### src/rtl/wb_pkg.sv
// Shared Wishbone constants for the burst master: cycle-type and burst-type
// codes, the master FSM state encoding and the beats-per-burst helper.
package wb_pkg;

    localparam logic [2:0] CLASSIC = 3'b000;
    localparam logic [2:0] INCR    = 3'b010;
    localparam logic [2:0] EOB     = 3'b111;

    localparam logic [1:0] LINEAR = 2'b00;
    localparam logic [1:0] WRAP4  = 2'b01;
    localparam logic [1:0] WRAP8  = 2'b10;
    localparam logic [1:0] WRAP16 = 2'b11;

    typedef enum logic [1:0] {
        IDLE  = 2'd0,
        RUN   = 2'd1,
        DRAIN = 2'd2
    } wbm_state_e;

    // A LINEAR request is a single classic beat.
    function automatic logic [4:0] bte_beats(input logic [1:0] bte);
        case (bte)
            WRAP4:   return 5'd4;
            WRAP8:   return 5'd8;
            WRAP16:  return 5'd16;
            default: return 5'd1;
        endcase
    endfunction

endpackage

### src/rtl/wb_burst_master_if.sv
// Wishbone master-side bus bundle. Handshake: a beat transfers in any cycle
// where stb_o and ack_i are both high; ack_i with stb_o low carries no meaning.
interface wb_burst_master_if #(
    parameter int AW = 32,
    parameter int DW = 32
);
    logic            cyc_o;
    logic            stb_o;
    logic            we_o;
    logic [AW-1:0]   adr_o;
    logic [DW-1:0]   dat_o;
    logic [DW/8-1:0] sel_o;
    logic [2:0]      cti_o;
    logic [1:0]      bte_o;
    logic [DW-1:0]   dat_i;
    logic            ack_i;

    modport master (
        output cyc_o, stb_o, we_o, adr_o, dat_o, sel_o, cti_o, bte_o,
        input  dat_i, ack_i
    );

    modport slave (
        input  cyc_o, stb_o, we_o, adr_o, dat_o, sel_o, cti_o, bte_o,
        output dat_i, ack_i
    );
endinterface

### src/rtl/wb_burst_master_adr_wrap.sv
// Next beat address for a Wishbone wrap burst: the word offset advances inside
// a 4/8/16-word window while the bits above the window hold; LINEAR holds.
module wb_adr_wrap
    import wb_pkg::*;
#(
    parameter int AW = 32,
    parameter int DW = 32
) (
    input  logic [AW-1:0] adr,
    input  logic [1:0]    bte,
    output logic [AW-1:0] adr_next
);
    localparam int BYTES = DW / 8;

    logic [AW-1:0] mask;
    logic [AW-1:0] inc;

    always_comb begin
        mask = '0;
        case (bte)
            WRAP4:   mask = AW'(4 * BYTES - 1);
            WRAP8:   mask = AW'(8 * BYTES - 1);
            WRAP16:  mask = AW'(16 * BYTES - 1);
            default: mask = '0;
        endcase
        inc      = adr + AW'(BYTES);
        adr_next = (adr & ~mask) | (inc & mask);
    end
endmodule

### src/rtl/wb_burst_master.sv
// Wishbone burst master: pops requests from a FWFT request FIFO and runs
// single/wrap bursts fed by a write-data FIFO or into a read-data FIFO.
// Optional bus-error handling is built when WB_MASTER_ERR_EN is defined.
module wb_burst_master
    import wb_pkg::*;
#(
    parameter int AW = 32,
    parameter int DW = 32
) (
    input  logic            wb_clk,
    input  logic            wb_rst,
    input  logic            req_empty,
    output logic            req_re,
    input  logic            req_we,
    input  logic [AW-1:0]   req_adr,
    input  logic [1:0]      req_bte,
    input  logic            wdat_empty,
    output logic            wdat_re,
    input  logic [DW-1:0]   wdat,
    input  logic            rdat_full,
    output logic            rdat_we,
    output logic [DW-1:0]   rdat,
    wb_burst_master_if.master wb,
`ifdef WB_MASTER_ERR_EN
    input  logic            err_i,
    output logic            err_o,
`endif
    output logic            state_idle
);
    wbm_state_e    state_q, state_d;
    logic          we_q, we_d;
    logic [AW-1:0] adr_q, adr_d, adr_nxt;
    logic [1:0]    bte_q, bte_d;
    logic [4:0]    cnt_q, cnt_d;
    logic          last;
    logic          cyc, stb;
    logic [2:0]    cti;
`ifdef WB_MASTER_ERR_EN
    logic          err_q, err_d;
`endif

    wb_adr_wrap #(.AW(AW), .DW(DW)) u_adr_wrap (
        .adr      (adr_q),
        .bte      (bte_q),
        .adr_next (adr_nxt)
    );

    always_ff @(posedge wb_clk or posedge wb_rst) begin
        if (wb_rst) begin
            state_q <= IDLE;
            we_q    <= 1'b0;
            adr_q   <= '0;
            bte_q   <= '0;
            cnt_q   <= '0;
`ifdef WB_MASTER_ERR_EN
            err_q   <= 1'b0;
`endif
        end else begin
            state_q <= state_d;
            we_q    <= we_d;
            adr_q   <= adr_d;
            bte_q   <= bte_d;
            cnt_q   <= cnt_d;
`ifdef WB_MASTER_ERR_EN
            err_q   <= err_d;
`endif
        end
    end

    always_comb begin
        state_d = state_q;
        we_d    = we_q;
        adr_d   = adr_q;
        bte_d   = bte_q;
        cnt_d   = cnt_q;
`ifdef WB_MASTER_ERR_EN
        err_d   = err_q;
`endif
        req_re  = 1'b0;
        wdat_re = 1'b0;
        rdat_we = 1'b0;
        cyc     = 1'b0;
        stb     = 1'b0;
        cti     = CLASSIC;
        last    = (cnt_q == 5'd1);

        case (state_q)
            IDLE: begin
                if (!req_empty) begin
                    req_re  = 1'b1;
                    we_d    = req_we;
                    adr_d   = req_adr;
                    bte_d   = req_bte;
                    cnt_d   = bte_beats(req_bte);
`ifdef WB_MASTER_ERR_EN
                    err_d   = 1'b0;
`endif
                    state_d = RUN;
                end
            end
            RUN: begin
                cyc = 1'b1;
                // Stall the bus rather than under-run/over-run the data FIFOs.
                stb = we_q ? !wdat_empty : !rdat_full;
                cti = (bte_q == LINEAR) ? CLASSIC : (last ? EOB : INCR);
`ifdef WB_MASTER_ERR_EN
                if (stb && err_i) begin
                    err_d   = 1'b1;
                    cnt_d   = cnt_q - 5'd1;
                    state_d = (we_q && !last) ? DRAIN : IDLE;
                end else
`endif
                if (stb && wb.ack_i) begin
                    wdat_re = we_q;
                    rdat_we = !we_q;
                    cnt_d   = cnt_q - 5'd1;
                    adr_d   = adr_nxt;
                    if (last) state_d = IDLE;
                end
            end
            DRAIN: begin
`ifdef WB_MASTER_ERR_EN
                // Discard the aborted burst's remaining write words, bus idle.
                if (!wdat_empty) begin
                    wdat_re = 1'b1;
                    cnt_d   = cnt_q - 5'd1;
                    if (last) state_d = IDLE;
                end
`else
                state_d = IDLE;
`endif
            end
            default: state_d = IDLE;
        endcase

        if (wb_rst) begin
            req_re  = 1'b0;
            wdat_re = 1'b0;
            rdat_we = 1'b0;
            cyc     = 1'b0;
            stb     = 1'b0;
            cti     = CLASSIC;
        end
    end

    assign wb.cyc_o   = cyc;
    assign wb.stb_o   = stb;
    assign wb.we_o    = we_q & cyc;
    assign wb.adr_o   = adr_q;
    assign wb.dat_o   = wdat;
    assign wb.sel_o   = cyc ? '1 : '0;
    assign wb.cti_o   = cti;
    assign wb.bte_o   = bte_q;
    assign rdat       = wb.dat_i;
    assign state_idle = (state_q == IDLE);
`ifdef WB_MASTER_ERR_EN
    assign err_o      = err_q;
`endif
endmodule

### src/flat_wrapper.sv
// flat-port wrapper written by rule: the top's interface ports become plain ports
module wb_burst_master_flat import wb_pkg::*;
#(
    parameter int AW = 32,
    parameter int DW = 32
)
  (wb_clk, wb_rst, req_empty, req_re, req_we, req_adr, req_bte, wdat_empty, wdat_re, wdat, rdat_full, rdat_we, rdat, state_idle, wb_cyc_o, wb_stb_o, wb_we_o, wb_adr_o, wb_dat_o, wb_sel_o, wb_cti_o, wb_bte_o, wb_dat_i, wb_ack_i);
  wb_burst_master_if #(.AW(AW), .DW(DW)) wb_i ();
  input  logic wb_clk;
  input  logic wb_rst;
  input  logic req_empty;
  output logic req_re;
  input  logic req_we;
  input  logic [AW-1:0] req_adr;
  input  logic [1:0] req_bte;
  input  logic wdat_empty;
  output logic wdat_re;
  input  logic [DW-1:0] wdat;
  input  logic rdat_full;
  output logic rdat_we;
  output logic [DW-1:0] rdat;
  output logic state_idle;
  output wire logic [$bits(wb_i.cyc_o)-1:0] wb_cyc_o;
  output wire logic [$bits(wb_i.stb_o)-1:0] wb_stb_o;
  output wire logic [$bits(wb_i.we_o)-1:0] wb_we_o;
  output wire logic [$bits(wb_i.adr_o)-1:0] wb_adr_o;
  output wire logic [$bits(wb_i.dat_o)-1:0] wb_dat_o;
  output wire logic [$bits(wb_i.sel_o)-1:0] wb_sel_o;
  output wire logic [$bits(wb_i.cti_o)-1:0] wb_cti_o;
  output wire logic [$bits(wb_i.bte_o)-1:0] wb_bte_o;
  input wire logic [$bits(wb_i.dat_i)-1:0] wb_dat_i;
  input wire logic [$bits(wb_i.ack_i)-1:0] wb_ack_i;
  assign wb_cyc_o = wb_i.cyc_o;
  assign wb_stb_o = wb_i.stb_o;
  assign wb_we_o = wb_i.we_o;
  assign wb_adr_o = wb_i.adr_o;
  assign wb_dat_o = wb_i.dat_o;
  assign wb_sel_o = wb_i.sel_o;
  assign wb_cti_o = wb_i.cti_o;
  assign wb_bte_o = wb_i.bte_o;
  assign wb_i.dat_i = wb_dat_i;
  assign wb_i.ack_i = wb_ack_i;
  wb_burst_master #(.AW(AW), .DW(DW)) u_core (.wb_clk(wb_clk), .wb_rst(wb_rst), .req_empty(req_empty), .req_re(req_re), .req_we(req_we), .req_adr(req_adr), .req_bte(req_bte), .wdat_empty(wdat_empty), .wdat_re(wdat_re), .wdat(wdat), .rdat_full(rdat_full), .rdat_we(rdat_we), .rdat(rdat), .wb(wb_i), .state_idle(state_idle));
endmodule
### config.mk
export PLATFORM = sky130hd
export DESIGN_NAME = wb_burst_master_flat
export DESIGN_NICKNAME = d
export VERILOG_FILES = /design/src/rtl/wb_pkg.sv /design/src/rtl/wb_burst_master_if.sv /design/src/rtl/wb_burst_master_adr_wrap.sv /design/src/rtl/wb_burst_master.sv /design/src/flat_wrapper.sv
export SDC_FILE = /design/constraint.sdc
export NUM_CORES = 1
export LEC_CHECK = 0
export ABC_CLOCK_PERIOD_IN_PS = 1800
export CAP_MARGIN = 20
export CORE_UTILIZATION = 32
export DETAILED_ROUTE_END_ITERATION = 10
export GPL_TIMING_DRIVEN = 0
export PLACE_DENSITY = 0.92
export SETUP_SLACK_MARGIN = 0.4
export SYNTH_ARGS = -nofsm -noshare
export SYNTH_HDL_FRONTEND = slang
export SYNTH_SLANG_ARGS = --single-unit
export TNS_END_PERCENT = 20
### constraint.sdc
create_clock -name wb_clk -period 1.8 [get_ports wb_clk]
set_input_delay 0.18 -clock wb_clk [delete_from_list [all_inputs] [get_ports wb_clk]]
set_output_delay 0.18 -clock wb_clk [all_outputs]
set_load 0.02 [all_outputs]
* Word level (Yosys, flattened, before mapping)
Cells that the tools add are included.
Widths: inputs -> output; s select.
** Storage, ports and cells
- Bits in registers :: 42
- Input port bits :: 105
** Operators by class
- Equality and inequality tests :: 11
- Bitwise logic cells :: 6
- $add $sub $neg :: 2
- Reductions and logical operators :: 10
- Multiplexer cells :: 31
** Operator list (count)
- $and 32x32->32 :: 2
- $mux 32 :: 2
- $pmux 32 s2 :: 1
- $add 32x3->32 const B :: 1
- $not 32->32 :: 1
- $or 32x32->32 :: 1
- $pmux 6 s3 :: 1
- $pmux 5 s3 :: 1
- $mux 1 :: 14
- $mux 3 :: 4
- $mux 5 :: 2
- $pmux 5 s2 :: 1
- $eq 2x2->1 const B :: 4
- $eq 2x1->1 const B :: 3
- $mux 2 :: 3
- $reduce_and 3->1 :: 2
- $eq 5x1->1 const B :: 1
- $sub 5x1->5 const B :: 1
- $logic_not 2->1 :: 2
- $mux 4 :: 1
- $ne 2x1->1 const B :: 2
- $pmux 2 s2 :: 1
- $logic_not 1->1 :: 3
- $ne 2x2->1 const B :: 1
- other kinds (5) :: 5

* Logic depth before layout (Yosys ltp)
Gate-level depths: netlist of the first run.
- Depth after elaboration :: 7
- Depth in mapped cells :: 5
- Gate-level depth less buffers :: 5

* Cells and area by module
From an unflattened synthesis of the first run, not the netlist that was laid out.
** Unflattened totals
- Cells, all modules :: 272
- Area, all modules :: 3101.7 µm²
** Modules (own cells, without submodules)
- wb_burst_master :: cells an instance 235, times used 1, sequential area each 1026.0 µm², area each 2830.2 µm²
- wb_adr_wrap :: cells an instance 37, times used 1, sequential area each 0.0 µm², area each 271.5 µm²

* Worst setup path after synthesis of the first run
OpenSTA, ideal clock, no wires.
- Path type :: register to output
- Start :: reg u_core.state_q[0]
- End :: out wb_cti_o[2]
- Path slack :: 0.213 ns
- Path buffers :: 2
- Cell stages (with the launch flop) :: 6
- Data arrival time :: 1.407 ns
- Data required time :: 1.620 ns
- Path through :: dfrtp_1 buf_2 nand2b_1 nor2_1 and2_1 buf_4
** On the way
- Cells in the longest elaborated chain, start to end :: 3
** RTL lines
- from (decl) :: line wb_burst_master.sv:30 : wbm_state_e state_q, state_d;
- from (signal assigned) :: line wb_burst_master.sv:59 : state_q <= state_d;
- $eq 2x1->1 :: line wb_burst_master.sv:87 : case (state_q)
- $mux 3 :: line wb_burst_master.sv:87
- $mux 3 :: line wb_burst_master.sv:136 : if (wb_rst) begin
- to (decl) :: line flat_wrapper.sv:29 : output wire logic [$bits(wb_i.cti_o)-1:0] wb_cti_o;
Every way passes these cells.

* Worst setup path in the final report of the first run
- Start :: reg u_core.cnt_q[1]
- End :: out wb_cti_o[2]
** On the way
- Cells in the longest elaborated chain, start to end :: 5
** RTL lines
- from (decl) :: line wb_burst_master.sv:34 : logic [4:0] cnt_q, cnt_d;
- from (signal assigned) :: line wb_burst_master.sv:63 : cnt_q <= cnt_d;
- $eq 5x1->1 :: line wb_burst_master.sv:85 : last = (cnt_q == 5'd1);
- $mux 3 (2 in series) :: line wb_burst_master.sv:105 : cti = (bte_q == LINEAR) ? CLASSIC : (last ? EOB : INCR);
- $mux 3 :: line wb_burst_master.sv:87
- $mux 3 :: line wb_burst_master.sv:136
Every way passes these cells.

==> flow_summary.rst, run 1 <==
.. list-table::
   :header-rows: 1

   * - Metric
     - Value
   * - Outcome
     - complete, no violations
   * - Setup-violating endpoint count in the final report
     - 0
   * - Crit-path max FO
     - 2
   * - Category of the most critical setup path
     - reg2out
   * - Root Driver
     - clkbuf_8
   * - Clock transition at the registers of the reported paths
     - 0.09 ns
   * - Net count, final
     - 517
   * - CP Data Arrival Time
     - 1.51 ns
   * - Simple-gate portion of the synthesized area
     - 11.4%
   * - IR Drop Worst-Case VDD
     - 0.000655 V
   * - DRC violations left
     - 0
   * - Critical path launch point type
     - flip-flop
   * - Top FF cell, synth
     - dfrtp_1
   * - Hold Fails Final Rpt
     - 0
   * - Proportion of synthesized flip-flops having asynchronous set or reset
     - 100%
   * - Via count
     - 2388
   * - Largest net degree at the start of global routing
     - 42
   * - First-pass GRT wire length
     - 10700 um
   * - Slew Limit Fails
     - 0
   * - Yosys reg bits
     - 41
   * - Final Cycle Share
     - 93.7%
   * - Total detailed-routing wirelength
     - 7770 um
   * - Lkg Pwr
     - 0.00205 uW
   * - Buffers added on ports
     - 151
   * - Setup slack of the critical path after layout
     - 0.113 ns
   * - Min cycle time layout
     - 1.69 ns
   * - Chip Width
     - 89.7 um
   * - DRT iter0 DRCs
     - 138
   * - Diode insertion count for antenna repair
     - 0
   * - Layer with the highest usage
     - met2
   * - Number of fillers in the final layout
     - 580
   * - Top-Level Pins
     - 217
   * - TritonCTS clock tree
     - built
   * - Unique cell type count in the Yosys netlist
     - 43
   * - Number of instances in the synthesized netlist
     - 230
   * - Clock buffers created by TritonCTS
     - 5
   * - Ratio of cells with drive above 1 in the final layout
     - 41.0%
   * - GRT Residual Overflow
     - 0
   * - Clock buffer depth
     - 2
   * - Net count after synthesis
     - 338
   * - Area share of fa/ha/maj cells after synthesis
     - 1.53%
   * - Normalized max-slew margin
     - 39.8%
   * - Required time of the critical path
     - 1.62 ns
   * - Area overhead of the layout relative to synthesis
     - 85.8%
   * - Synthesis warning total
     - 0
   * - Core occupancy in the finished layout
     - 62.3%
   * - CTS H-tree depth
     - 2
   * - Initial core utilization
     - 33.6%
   * - Post-Layout Cell Count
     - 509
   * - Gpl congestion
     - 0.784
   * - Met2 track utilization from global routing
     - 30.0%
   * - Number of enable flip-flop cells after synthesis
     - 0
   * - Global routing usage on met1
     - 21.1%
   * - Post-DP HPWL
     - 5490 um
   * - Area of the die
     - 8040 um^2
   * - Achievable clock frequency
     - 593 MHz
   * - Hold Crit Class
     - in2reg
   * - Pwr Density
     - 1190 nW/um^2
   * - Number of sinks on the clock net
     - 41
   * - Xor and xnor fraction of the mapped netlist area
     - 0%
   * - Global-route usage over all layers
     - 17.7%
   * - Total design power
     - 5450 uW
   * - Final ANT Viol Nets
     - 0
   * - Post-Place Cells
     - 480
   * - Largest family of logic cells by synthesized area
     - buffers and inverters
   * - Die Ht
     - 89.7 um
   * - Pre-CTS worst setup slack
     - -0.606 ns
   * - Final routed wire length divided by cell count
     - 15.3 um
   * - Critical path endpoint category
     - primary output
   * - Syn avg cell area
     - 10.7 um^2
   * - Proportion of synthesized area in mux cells
     - 15.2%
   * - Part of the Yosys area used for sequential elements
     - 41.7%
   * - Area fraction in compound gates after synthesis
     - 6.56%
   * - Area inside the core boundary
     - 7330 um^2
   * - Number of placement rows
     - 31
   * - Max Clock Skew
     - 0.0146 ns
   * - Via count of the first global-routing pass
     - 2210
   * - Number of maximum-capacitance constraint violations
     - 0
   * - Setup repair after global routing missed its margin
     - true
   * - Met3 Usage GRT
     - 6.12%
   * - Insertion delay of the later-clocked pin in the worst-skew pair
     - 0.30 ns
   * - Slew of the pin with the lowest slew margin
     - 0.902 ns
   * - Antenna violations before repair
     - 0
   * - Via-to-Cell Ratio
     - 4.69
   * - First-pass DRT Iterations
     - 4
   * - Combined area of all synthesized cells
     - 2460 um^2
==> report_power, final <==
part / internal (uW) / total [uW] / switching [uW]
combinational: 1620 / 2930 / 1310
clock: 453 / 787 / 335
sequential: 1360 / 1730 / 368
==> metal layers <==
metal  routed length [um]  up-vias
li1                     -     1087
met1                 2780     1140
met2                 3970      153
met3                  922        8
met4                   93        0
met5                    0        -
==> critical path, cell delays in order, from the launching register on <==
cell and delay [ns]:
dfrtp_1 0.40, inv_2 0.08, ha_4 0.12, nor4b_4 0.22, and2_4 0.19, buf_6 0.09, buf_6 0.10
==> cells in the mapped netlist (3+ instances only) <==
cell type,number,area [um^2]
buf_4,70,526
dfrtp_1,41,1030
mux2_2,31,349
inv_1,6,22.5
nor2_1,6,22.5
a211oi_1,5,37.5
a21oi_1,4,20.0
buf_2,4,20.0
nor4_1,4,25.0
a31oi_1,3,18.8
and2_1,3,18.8
ha_1,3,37.5
nand2_1,3,11.3
nand2b_1,3,18.8
nand3_1,3,15.0
nor2b_1,3,18.8
nor3_1,3,15.0
o21ai_0,3,15.0
==> cell usage in the layout (no fill, tap or decap), drive strengths merged, types with 4 or more instances in the layout <==
cell and n:
a211oi 5, a21oi 4, buf 108, clkbuf 9, inv 6, clkdlybuf4s50 131, dfrtp 41, nor2 7
nor4 4, mux2 32
==> logic make-up (layout without fill, tap and decap cells) <==
group	Yosys count	count (layout)
AO/OA/AOI/OAI	24	24
adder cells (fa/ha/maj)	3	3
buffers and inverters	83	262
flip-flops	41	41
multiplexers	33	34
AND/OR/NAND/NOR	46	46
==> path summary, 6_finish.rpt <==
kind | from | slack, ns | depth (start not counted) | endpoint
max in group asynchronous | wb_rst | 0.90 | 2 | u_core.we_q
min in group asynchronous | wb_rst | 0.28 | 2 | u_core.wb.bte_o[0]
setup / recovery | u_core.cnt_q[1] | 0.11 | 6 | wb_cti_o[2]
hold reg to reg | u_core.wb.adr_o[24] | 0.51 | 1 | u_core.wb.adr_o[24]
hold / removal | wb_ack_i | 0.26 | 3 | u_core.cnt_q[1]
setup reg to reg | u_core.state_q[0] | 0.16 | 5 | u_core.cnt_q[0]
==> stage by stage <==
stage / setup TNS (ns) / hold slack [ns] / instance area, um^2
finish: 0 / 0.261 / 4570
global route: 0 / 0.280 / 4570
CTS: 0 / 0.255 / 4440
detailed placement: -3.34 / 0.492 / 4120
global placement: -17.16 / 0.487 / 4120
floorplan: 0 / 0.330 / 2480
==> timing repair <==
action | 4_1_cts | 5_1_grt
pin swaps | 4 | 1
gates resized for setup | 108 | 20
setup buffers | 16 | 3
endpoints found under the hold margin | 0 | 0
hold buffers | 0 | 0
endpoints found under the setup margin | 74 | 81
gates cloned | 0 | 2
==> area by class of cell <==
cell class                      count  area, um^2  share of cell area [%]
Buffer                             76         594                    13.0
Inverter                            7        30.0                   0.657
Multi-Input combinational cell    107        1000                    21.9
Clock inverter                      1        30.0                   0.657
Tap cell                           99         124                    2.71
Timing Repair Buffer              171        1680                    36.7
Clock buffer                        7        86.3                    1.89
Sequential cell                    41        1030                    22.5
No activity file was read; power rests on OpenSTA's default activity.
==> inputs of run 2 (changes only) <==
Settings changed: CAP_MARGIN 20 to not set.
==> results of run 2 <==
Same layout as run 1: the final DEF is identical, and so are final timing and power.
==> inputs of run 3 (changes only) <==
Settings changed: CORE_ASPECT_RATIO set to 0.9.
==> run 3 against run 2 <==
  * Worst setup slack got worse by 0.024 ns
  * Register-to-register slack got worse by 0.02 ns
  * Routed wire length fell by 3.0%
  * Global-route usage fell by 0.39 points
  * Via count rose by 1.0%
  * Cell area rose by 1.3%
  * Non-clock buffer count rose by 5
  * Sequential share of layout area fell by 0.25 points
  * Die area barely moved
  * Hold slack improved by 0.019 ns
  * Core utilization rose by 1.4 points
  * Sequential cell count did not move
==> flow_summary.rst, run 3 (same netlist as run 1, synthesis figures left out) <==
.. list-table::
   :header-rows: 1

   * - Metric
     - Value
   * - DRT iter0 DRCs
     - 67
   * - Ratio of cells with drive above 1 in the final layout
     - 43.0%
   * - DRC violations left
     - 0
   * - TritonCTS clock tree
     - built
   * - Achievable clock frequency
     - 585 MHz
   * - Total design power
     - 5590 uW
   * - Internal power of the cells
     - 3550 uW
   * - Critical path endpoint category
     - primary output
   * - Lkg Pwr
     - 0.00203 uW
   * - Min cycle time layout
     - 1.71 ns
   * - Hold Crit Class
     - in2async
   * - Chip Width
     - 94.4 um
   * - Final ANT Viol Nets
     - 0
   * - Clock buffer depth
     - 2
   * - CP Data Arrival Time
     - 1.53 ns
   * - Category of the most critical setup path
     - reg2out
   * - Critical Path Most Common Cell
     - buf_6
   * - Post-Layout Cell Count
     - 507
   * - Leading cell types in the layout, fill and taps excluded
     - 135 x clkdlybuf4s50_1, 92 x buf_4, 39 x dfrtp_1
   * - Via count
     - 2412
   * - CTS H-tree depth
     - 2
   * - Proportion of power drawn by combinational gates
     - 52.7%
   * - Root Driver
     - clkbuf_8
   * - Top-Level Pins
     - 217
   * - Final Cycle Share
     - 95.0%
   * - GRT Residual Overflow
     - 0
   * - Setup slack of the critical path after layout
     - 0.0893 ns
   * - Post-Place Cells
     - 474
   * - Pre-CTS worst setup slack
     - -0.545 ns
   * - Clk pwr share
     - 16.3%
   * - Area inside the core boundary
     - 7260 um^2
   * - Buffers added on ports
     - 151
   * - Switch share
     - 36.6%
   * - Slew Limit Fails
     - 0
   * - Critical path launch point type
     - flip-flop
   * - Slew of the pin with the lowest slew margin
     - 0.859 ns
   * - Crit-path max cell delay
     - 0.41 ns
   * - Number of sinks on the clock net
     - 41
   * - Part of the total power dissipated in sequential elements
     - 31.0%
   * - Area overhead of the layout relative to synthesis
     - 88.1%
   * - Final routed wire length divided by cell count
     - 14.9 um
   * - Diode insertion count for antenna repair
     - 0
   * - Pwr Density
     - 1210 nW/um^2
   * - Most common cell after layout, fill and taps aside
     - clkdlybuf4s50_1
   * - Insertion delay of the later-clocked pin in the worst-skew pair
     - 0.29 ns
   * - Net count, final
     - 521
   * - Category of cells accounting for the largest share of critical-path delay
     - simple AND/OR/NAND/NOR gates
   * - Outcome
     - complete, no violations
   * - Required time of the critical path
     - 1.62 ns
   * - Slowest-stage cell, CP
     - dfrtp_1
   * - First-pass GRT wire length
     - 10800 um
   * - Max Clock Skew
     - 0.00216 ns
   * - Antenna violations before repair
     - 0
   * - Initial core utilization
     - 33.9%
   * - Number of buffers added to fix hold violations after cts
     - 0
   * - Number of maximum-capacitance constraint violations
     - 0
   * - Total detailed-routing wirelength
     - 7540 um
   * - Largest net degree at the start of global routing
     - 42
   * - Clock buffers created by TritonCTS
     - 5
   * - Clock transition at the registers of the reported paths
     - 0.09 ns
   * - Number of placement rows
     - 29
   * - Via-to-Cell Ratio
     - 4.76
   * - Die Ht
     - 85.2 um
   * - Critical path, cell by cell
     - inv_2, ha_4, nor4b_4, and2_4, buf_6, buf_6
   * - Setup repair after global routing missed its margin
     - true
   * - Crit-path max FO
     - 2
   * - Via count of the first global-routing pass
     - 2327
   * - Buffers & Inverters on Critical Path
     - 3
   * - Global-route usage over all layers
     - 17.3%
   * - First-pass DRT Iterations
     - 4
   * - Normalized max-slew margin
     - 42.7%
   * - Hold Fails Final Rpt
     - 0
   * - Switching power summed over all nets
     - 2040 uW
   * - IR Drop Worst-Case VDD
     - 0.000886 V
   * - Setup-violating endpoint count in the final report
     - 0
   * - Post-DP HPWL
     - 5490 um
   * - Gpl congestion
     - 0.832
   * - Area of the die
     - 8040 um^2
==> run 3: repair_timing <==
item | in CTS | in global routing
pin swaps | 2 | 5
gates cloned | 0 | 1
gates resized for setup | 102 | 22
endpoints found under the setup margin | 74 | 74
buffers inserted | 13 | 11
==> run 3: metrics by stage <==
stage	area [um^2]	TNS [ns]	hold WS, ns	util, %
detailed placement	4110	-3.23	0.495	56.6
global placement	4110	-16.49	0.487	56.6
CTS	4420	0	0.263	60.9
global route	4630	0	0.283	63.8
finish	4630	0	0.279	63.8
floorplan	2480	0	0.330	-
==> run 3: final timing paths <==
kind | end | startpoint | cells past startpoint | slack (ns)
max in group asynchronous | u_core.cnt_q[0] | wb_rst | 2 | 0.92
setup / recovery | wb_cti_o[2] | u_core.cnt_q[1] | 6 | 0.09
min in group wb_clk | u_core.cnt_q[1] | wb_ack_i | 3 | 0.28
setup reg to reg | u_core.cnt_q[3] | u_core.cnt_q[1] | 4 | 0.14
hold / removal | u_core.wb.adr_o[28] | wb_rst | 2 | 0.28
hold reg to reg | u_core.wb.adr_o[26] | u_core.wb.adr_o[26] | 1 | 0.51
==> run 3: layout make-up <==
cell class	instances	area, um^2
plain buffers	76	596
clock buffers	5	68.8
repair buffers	176	1720
flip-flops and latches	41	1030
multi-input cells	106	996
well taps	93	116
fillers	576	2630
inverters	7	30.0
clock inverters	3	68.8
==> run 3: power groups by stage <==
stage          clock network, uW  logic (uW)  registers (uW)
6_report                     911        2950            1730
3_3_place_gp                   0        2570            1680
3_5_place_dp                   0        2630            1720
5_1_grt                      966        3120            1790
2_1_floorplan                  0         940            2120
4_1_cts                      928        2800            1720
==> run 3: per-layer routing <==
layer	global-route usage (%)	up-vias	part of all wire, %	wire length, um
li1	-	1099	-	-
met1	19.3	1140	36	2720
met2	30.6	163	53	3970
met3	5.91	10	10	756
met4	5.59	0	1.2	91
met5	0	-	0	0
